[config.mk]
export PLATFORM = sky130hd
export DESIGN_NAME = quadrature_counter
export DESIGN_NICKNAME = d
export VERILOG_FILES = /design/src/rtl/quad_pkg.sv /design/src/rtl/quad_debounce.sv /design/src/rtl/quadrature_counter.sv
export SDC_FILE = /design/constraint.sdc
export NUM_CORES = 1
export LEC_CHECK = 0
export ABC_AREA = 1
export ABC_CLOCK_PERIOD_IN_PS = 7600
export CORE_MARGIN = 2
export CORE_UTILIZATION = 55
export CTS_BUF_LIST = sky130_fd_sc_hd__clkbuf_4
export CTS_CLUSTER_SIZE = 10
export DETAILED_ROUTE_END_ITERATION = 10
export PLACE_DENSITY = 0.76
export SKIP_LAST_GASP = 1
export SYNTH_ARGS = -nofsm -noshare
export SYNTH_HDL_FRONTEND = slang
export SYNTH_HIERARCHICAL = 1
export SYNTH_SLANG_ARGS = --single-unit
[constraint.sdc]
create_clock -name clk -period 7.6 [get_ports clk]
set_input_delay 1.52 -clock clk [delete_from_list [all_inputs] [get_ports clk]]
set_output_delay 1.52 -clock clk [all_outputs]
set_load 0.02 [all_outputs]
[src/rtl/quad_pkg.sv]
// Shared types, defaults and the quadrature direction decoder.
package quad_pkg;

  typedef logic [1:0] ab_t;

  typedef enum logic [1:0] {
    DIR_NONE = 2'd0,
    DIR_UP   = 2'd1,
    DIR_DOWN = 2'd2,
    DIR_ERR  = 2'd3
  } dir_t;

  localparam int DEF_FILTER_CYCLES     = 5000;
  localparam int DEF_COUNTS_PER_DETENT = 4;
  localparam int DEF_ACCEL_THRESHOLD   = 2500000;
  localparam int DEF_ACCEL_STEP        = 10;

  // Forward Gray order is 00 -> 01 -> 11 -> 10 -> 00; both bits changing is illegal.
  function automatic dir_t quad_dir(ab_t prev_ab, ab_t cur_ab);
    dir_t d;
    d = DIR_NONE;
    if (prev_ab != cur_ab) begin
      if ((prev_ab ^ cur_ab) == 2'b11) begin
        d = DIR_ERR;
      end else begin
        case ({prev_ab, cur_ab})
          4'b00_01, 4'b01_11, 4'b11_10, 4'b10_00: d = DIR_UP;
          default:                                d = DIR_DOWN;
        endcase
      end
    end
    return d;
  endfunction

endpackage

[src/rtl/quad_debounce.sv]
// One encoder phase: 2-FF synchroniser followed by a stability filter.
// The filtered level only follows the synchronised level after it has
// differed for FILTER_CYCLES consecutive cycles.
module quad_debounce
  import quad_pkg::*;
#(
  parameter int FILTER_CYCLES = DEF_FILTER_CYCLES
) (
  input  logic clk,
  input  logic rst,
  input  logic pin,
  output logic filt,
  output logic cnt_zero
);

  localparam int CW = (FILTER_CYCLES < 2) ? 1 : $clog2(FILTER_CYCLES);
  localparam logic [CW-1:0] CNT_LAST = CW'(FILTER_CYCLES - 1);

  logic          sync1_q, sync1_d;
  logic          sync2_q, sync2_d;
  logic          filt_q, filt_d;
  logic [CW-1:0] cnt_q, cnt_d;

  // Synchroniser shift and stability counter / filtered level update
  always_comb begin
    sync1_d = pin;
    sync2_d = sync1_q;
    filt_d  = filt_q;
    cnt_d   = '0;
    if (sync2_q != filt_q) begin
      if (cnt_q == CNT_LAST) begin
        filt_d = sync2_q;
      end else begin
        cnt_d = cnt_q + 1'b1;
      end
    end
  end

  // State registers
  always_ff @(posedge clk) begin
    if (rst) begin
      sync1_q <= 1'b0;
      sync2_q <= 1'b0;
      filt_q  <= 1'b0;
      cnt_q   <= '0;
    end else begin
      sync1_q <= sync1_d;
      sync2_q <= sync2_d;
      filt_q  <= filt_d;
      cnt_q   <= cnt_d;
    end
  end

  assign filt     = filt_q;
  assign cnt_zero = (cnt_q == '0);

endmodule

[src/rtl/quadrature_counter.sv]
// Debounced 4x quadrature decoder producing a signed 32-bit detent
// position with a stb/ack handshake and a saturating error counter.
// Optional build macro QUAD_ACCEL_EN: detents arriving faster than
// ACCEL_THRESHOLD cycles apart step the position by ACCEL_STEP.
module quadrature_counter
  import quad_pkg::*;
#(
  parameter int FILTER_CYCLES     = DEF_FILTER_CYCLES,
  parameter int COUNTS_PER_DETENT = DEF_COUNTS_PER_DETENT,
  parameter int ACCEL_THRESHOLD   = DEF_ACCEL_THRESHOLD,
  parameter int ACCEL_STEP        = DEF_ACCEL_STEP
) (
  input  logic        clk,
  input  logic        rst,
  input  logic        quad_a,
  input  logic        quad_b,
  output logic [31:0] position_out,
  output logic        position_out_stb,
  input  logic        position_out_ack,
  output logic [7:0]  error_count
);

  localparam logic signed [4:0] UP_LAST = 5'(COUNTS_PER_DETENT - 1);
  localparam logic signed [4:0] DN_LAST = 5'(1 - COUNTS_PER_DETENT);

  logic              filt_a, filt_b, zero_a, zero_b;
  ab_t               cur_ab;
  dir_t              dir;
  ab_t               prev_ab_q, prev_ab_d;
  logic              primed_q, primed_d;
  logic signed [4:0] sub_q, sub_d;
  logic [31:0]       pos_q, pos_d;
  logic              stb_q, stb_d;
  logic [7:0]        err_q, err_d;
  logic              step_up, step_dn;
  logic [31:0]       step_mag;

  quad_debounce #(.FILTER_CYCLES(FILTER_CYCLES)) u_deb_a (
    .clk(clk), .rst(rst), .pin(quad_a), .filt(filt_a), .cnt_zero(zero_a)
  );

  quad_debounce #(.FILTER_CYCLES(FILTER_CYCLES)) u_deb_b (
    .clk(clk), .rst(rst), .pin(quad_b), .filt(filt_b), .cnt_zero(zero_b)
  );

  assign cur_ab = {filt_a, filt_b};

  // Priming, direction decode, sub-detent accumulation and error counting
  always_comb begin
    prev_ab_d = prev_ab_q;
    primed_d  = primed_q;
    sub_d     = sub_q;
    err_d     = err_q;
    step_up   = 1'b0;
    step_dn   = 1'b0;
    dir       = quad_dir(prev_ab_q, cur_ab);
    if (!primed_q) begin
      // Wait for both filters to be idle so prev_ab starts from a settled pair.
      if (zero_a && zero_b) begin
        prev_ab_d = cur_ab;
        primed_d  = 1'b1;
      end
    end else begin
      prev_ab_d = cur_ab;
      case (dir)
        DIR_UP: begin
          if (sub_q == UP_LAST) begin
            sub_d   = '0;
            step_up = 1'b1;
          end else begin
            sub_d = sub_q + 5'sd1;
          end
        end
        DIR_DOWN: begin
          if (sub_q == DN_LAST) begin
            sub_d   = '0;
            step_dn = 1'b1;
          end else begin
            sub_d = sub_q - 5'sd1;
          end
        end
        DIR_ERR: begin
          if (err_q != 8'hFF) err_d = err_q + 8'd1;
        end
        default: ;
      endcase
    end
  end

`ifdef QUAD_ACCEL_EN
  localparam int IW = $clog2(ACCEL_THRESHOLD + 1);
  localparam logic [IW-1:0] IVL_SAT = IW'(ACCEL_THRESHOLD);

  logic [IW-1:0] ivl_q, ivl_d;

  // Cycles since the previous detent, saturating; picks the step size
  always_comb begin
    ivl_d = ivl_q;
    if (step_up || step_dn) begin
      ivl_d = '0;
    end else if (ivl_q != IVL_SAT) begin
      ivl_d = ivl_q + 1'b1;
    end
    step_mag = (ivl_q < IVL_SAT) ? 32'(ACCEL_STEP) : 32'd1;
  end

  // Interval register; starts saturated so the first detent is never accelerated
  always_ff @(posedge clk) begin
    if (rst) ivl_q <= IVL_SAT;
    else     ivl_q <= ivl_d;
  end
`else
  logic unused_accel;
  assign unused_accel = ^{ACCEL_THRESHOLD, ACCEL_STEP};
  assign step_mag     = 32'd1;
`endif

  // Position update (wrapping) and pending-change handshake
  always_comb begin
    pos_d = pos_q;
    if (step_up)      pos_d = pos_q + step_mag;
    else if (step_dn) pos_d = pos_q - step_mag;
    stb_d = step_up | step_dn | (stb_q & ~position_out_ack);
  end

  // State registers
  always_ff @(posedge clk) begin
    if (rst) begin
      prev_ab_q <= 2'b00;
      primed_q  <= 1'b0;
      sub_q     <= '0;
      pos_q     <= '0;
      stb_q     <= 1'b0;
      err_q     <= '0;
    end else begin
      prev_ab_q <= prev_ab_d;
      primed_q  <= primed_d;
      sub_q     <= sub_d;
      pos_q     <= pos_d;
      stb_q     <= stb_d;
      err_q     <= err_d;
    end
  end

  assign position_out     = pos_q;
  assign position_out_stb = stb_q;
  assign error_count      = err_q;

endmodule

==> flow_summary.toml <==
[placed_design]
hpwlAfterDp_um = 10300
gp_congestion = 0.934
io_buffers = 45
dp.cells = 1157

[global_route]
antenna_found_initial = 0
grt_max_degree = 50
grt_pass1_vias = 5321
grt-ovfl-total = 0
grt_pass1_wl_um = 23200
groute.usage.overall_pct = 24.3

[routing]
drc = 0
dr.pass1.iters = 5
via_count = 5849
viasPerCell = 4.99
first_iter_violations = 282
drt_wl_total_um = 13600
routedWlPerCell_um = 11.6
postRouteAntennaNets = 0

[clock_network]
htree_levels = 3
cts_buffers = 9
cts_hold_buf = 0
cts.sinks = 81
cts-resized-gates = 0
cts_buffer_depth = 2
cts_setup_buffers = 0
cts_root_buf = "clkbuf_4"
clk_latency_ns = 0.48
tritoncts = "built"
cts.clk_slew.worst_paths_ns = 0.13

[setup_path]
reg2regPathDepth = 20
ff2ff_setup_slack_ns = 3.92
required_ns = 7.99
critPathKind = "flip-flop to flip-flop"
cp_max_fo = 30
reg2reg_from = "u_deb_a/filt"
cp-end-kind = "flip-flop"
worstSetupEndpoint = "position_out[29]"
cp.arrival_ns = 4.06
crit_start = "u_deb_a/filt"
r2r_end = "position_out[29]"
start_kind = "flip-flop"

[power]
cellLeakagePower_uw = 0.00350
p_clk_share_pct = 38.8
p_int_uw = 568
seqPwrFrac_pct = 57.9
vdd_drop_max_uv = 120
power_density_mw_per_mm2 = 109
power.share.combinational_pct = 3.3
power_uw = 744
power.net_switching_uw = 175
swShare_pct = 23.5

[yosys]
yosysTopAreaCell = "dfxtp_1"
synthDistinctLibCells = 41
ys_seq_area_share_pct = 26.3
netlist_area_mm2 = 0.00617
ys_warn_count = 6
syn_avg_cell_area_um2 = 6.27
ys_ff_latch = 81
yosys-top-cells-area = "dfxtp_1 (26%), nand2_1 (17%), inv_1 (12%)"
synthCells = 985
synth_nets = 1031
yosys.area.top_type_share_pct = 26.3

[timing]
slew_viol_final = 0
fmax_mhz = 272
hold_ws_ns = 0.422
finalClockSkew_ns = 0.0202
finalCritPeriodShare_pct = 48.4
finalCriticalPeriod_ns = 3.68
fin_setup_tns_ns = 0
tightest_slew_ns = 1.13
setup_viol = 0
max_slew_margin_pct = 24.8
rsz0062_at_grt = "no"
hold_viol = 0

[finish]
drive_above_1_share_pct = 6.30
num_antenna_cells = 0
fin_cells = 1172
syn2layout_area_growth_pct = 10.7
final_nets = 1074
multiInputGateArea_mm2 = 0.00370
num-fill-cells = 1080
seq_area_mm2 = 0.00162

[die]
ioPinCount = 46
core-area_mm2 = 0.0109
row_count = 38
die_x_um = 110
initial_core_util_pct = 56.7
die_area_mm2 = 0.0121
die_h_um = 110

[run_status]
status = "finished clean"

[flow_run]
drv_cap = 0

[min_path]
hold_class = "flip-flop to flip-flop"
hold_path.startpoint = "u_deb_b/sync1_q"
cell usage in the layout (no fill, tap or decap), types with 3 or more instances in the layout:
master           instances
nand2_1                274
inv_1                  191
nor2_1                  91
dfxtp_1                 81
nand3_1                 58
a21oi_1                 50
clkdlybuf4s50_1         45
o21ai_0                 40
ha_1                    40
o21bai_1                21
nor2_2                  20
xor2_1                  19
nand4_1                 15
clkbuf_4                10
xnor2_1                  9
o21ai_1                  9
nor2_4                   8
nand2_2                  6
inv_2                    5
nor3_1                   5
nand3_2                  4
a211oi_1                 4
clkinv_1                 3
worst max-delay path, stage by stage, from the launching register on:
cell and delay [ns]:
dfxtp_1 0.43, xnor2_1 0.16, nor2_1 0.10, inv_1 0.06, nand2_1 0.06, ha_1 0.20, nand2_1 0.10, nor2_4 0.06
inv_1 0.79, ha_1 0.44, or2_2 0.32, nand3_1 0.09, nand2_1 0.10, nand3_1 0.09, nand2_1 0.14, nand2_1 0.14
nand2_1 0.06, nand2_1 0.06, nand3_1 0.07, nand2_1 0.09, inv_1 0.03
registers in the layout, summed over array words and instances, names as in the netlist:
name and count:
position_out 32, u_deb_a/cnt_q 13, u_deb_b/cnt_q 13, error_count 8
sub_q 5, prev_ab_q 2, position_out_stb 1, primed_q 1
u_deb_a/filt 1, u_deb_a/sync1_q 1, u_deb_a/sync2_q 1, u_deb_b/filt 1
u_deb_b/sync1_q 1, u_deb_b/sync2_q 1
power by group through the flow:
| stage | clock, uW | combinational (uW) | sequential [uW] |
|---|---|---|---|
| 2_1_floorplan | 0 | 19.5 | 439 |
| 3_3_place_gp | 0 | 24.2 | 440 |
| 3_5_place_dp | 0 | 24.7 | 440 |
| 4_1_cts | 297 | 24.7 | 430 |
| 5_1_grt | 310 | 28.2 | 431 |
| 6_report | 289 | 24.6 | 430 |
Yosys cell counts, drive strengths merged:
master  number
nand2      282
a21o         2
buf          9
and2         2
nor2       119
o211ai       1
a211oi       4
nand3       62
ha          40
a21oi       54
o21ai       49
nor4         1
a31oi        1
inv        196
nor3         6
or2          2
o21bai      21
clkbuf       4
xnor2        9
and3         1
o21a         2
nand4       16
dfxtp       81
fa           1
o31ai        1
xor2        19
final cells by class:
cell class                      instances  area share [%]
Clock buffer                           10            1.10
Clock inverter                          5            1.04
Inverter                              196            10.8
Multi-Input combinational cell        695            54.2
Sequential cell                        81            23.7
Tap cell                              140            2.56
Timing Repair Buffer                   45            6.59
worst min-delay path by stage:
stage / end / cells after the start / slack (ns)
after detailed placement: u_deb_b/sync2_q / 2 / 0.40
after global placement: u_deb_b/sync2_q / 2 / 0.39
final: u_deb_b/sync2_q / 2 / 0.42
after floorplan: u_deb_a/sync2_q / 2 / 0.39
after CTS: u_deb_b/sync2_q / 2 / 0.42
after global routing: u_deb_a/sync2_q / 2 / 0.45
logic make-up (layout without fill, tap and decap cells):
| family | after synthesis | in the layout | share of synthesized area (%) |
|---|---|---|---|
| AOI/OAI and AO/OA | 135 | 135 | 12.7 |
| and+or+nand+nor | 491 | 491 | 34.9 |
| adders and majority gates | 41 | 41 | 8.43 |
| buffers and inverters | 209 | 256 | 13.7 |
| DFF | 81 | 81 | 26.3 |
| xor gates and xnor gates | 28 | 28 | 3.97 |
per-stage QoR:
stage	worst slack (ns)	util, %	instance area (um2)
4_1_cts	3.93	62.8	6830
3_5_place_dp	3.90	61.4	6690
6_report	3.92	62.8	6830
5_1_grt	3.54	62.8	6830
2_1_floorplan	4.57	-	6170
3_3_place_gp	3.93	61.4	6690
routing by layer:
metal	track usage (%)	vias up	wire length, um
li1	-	3154	-
met1	30.2	2583	6460
met2	41.7	93	6360
met3	5.75	19	511
met4	6.60	0	228
met5	0	-	0
(Power assumes the default switching activity.)
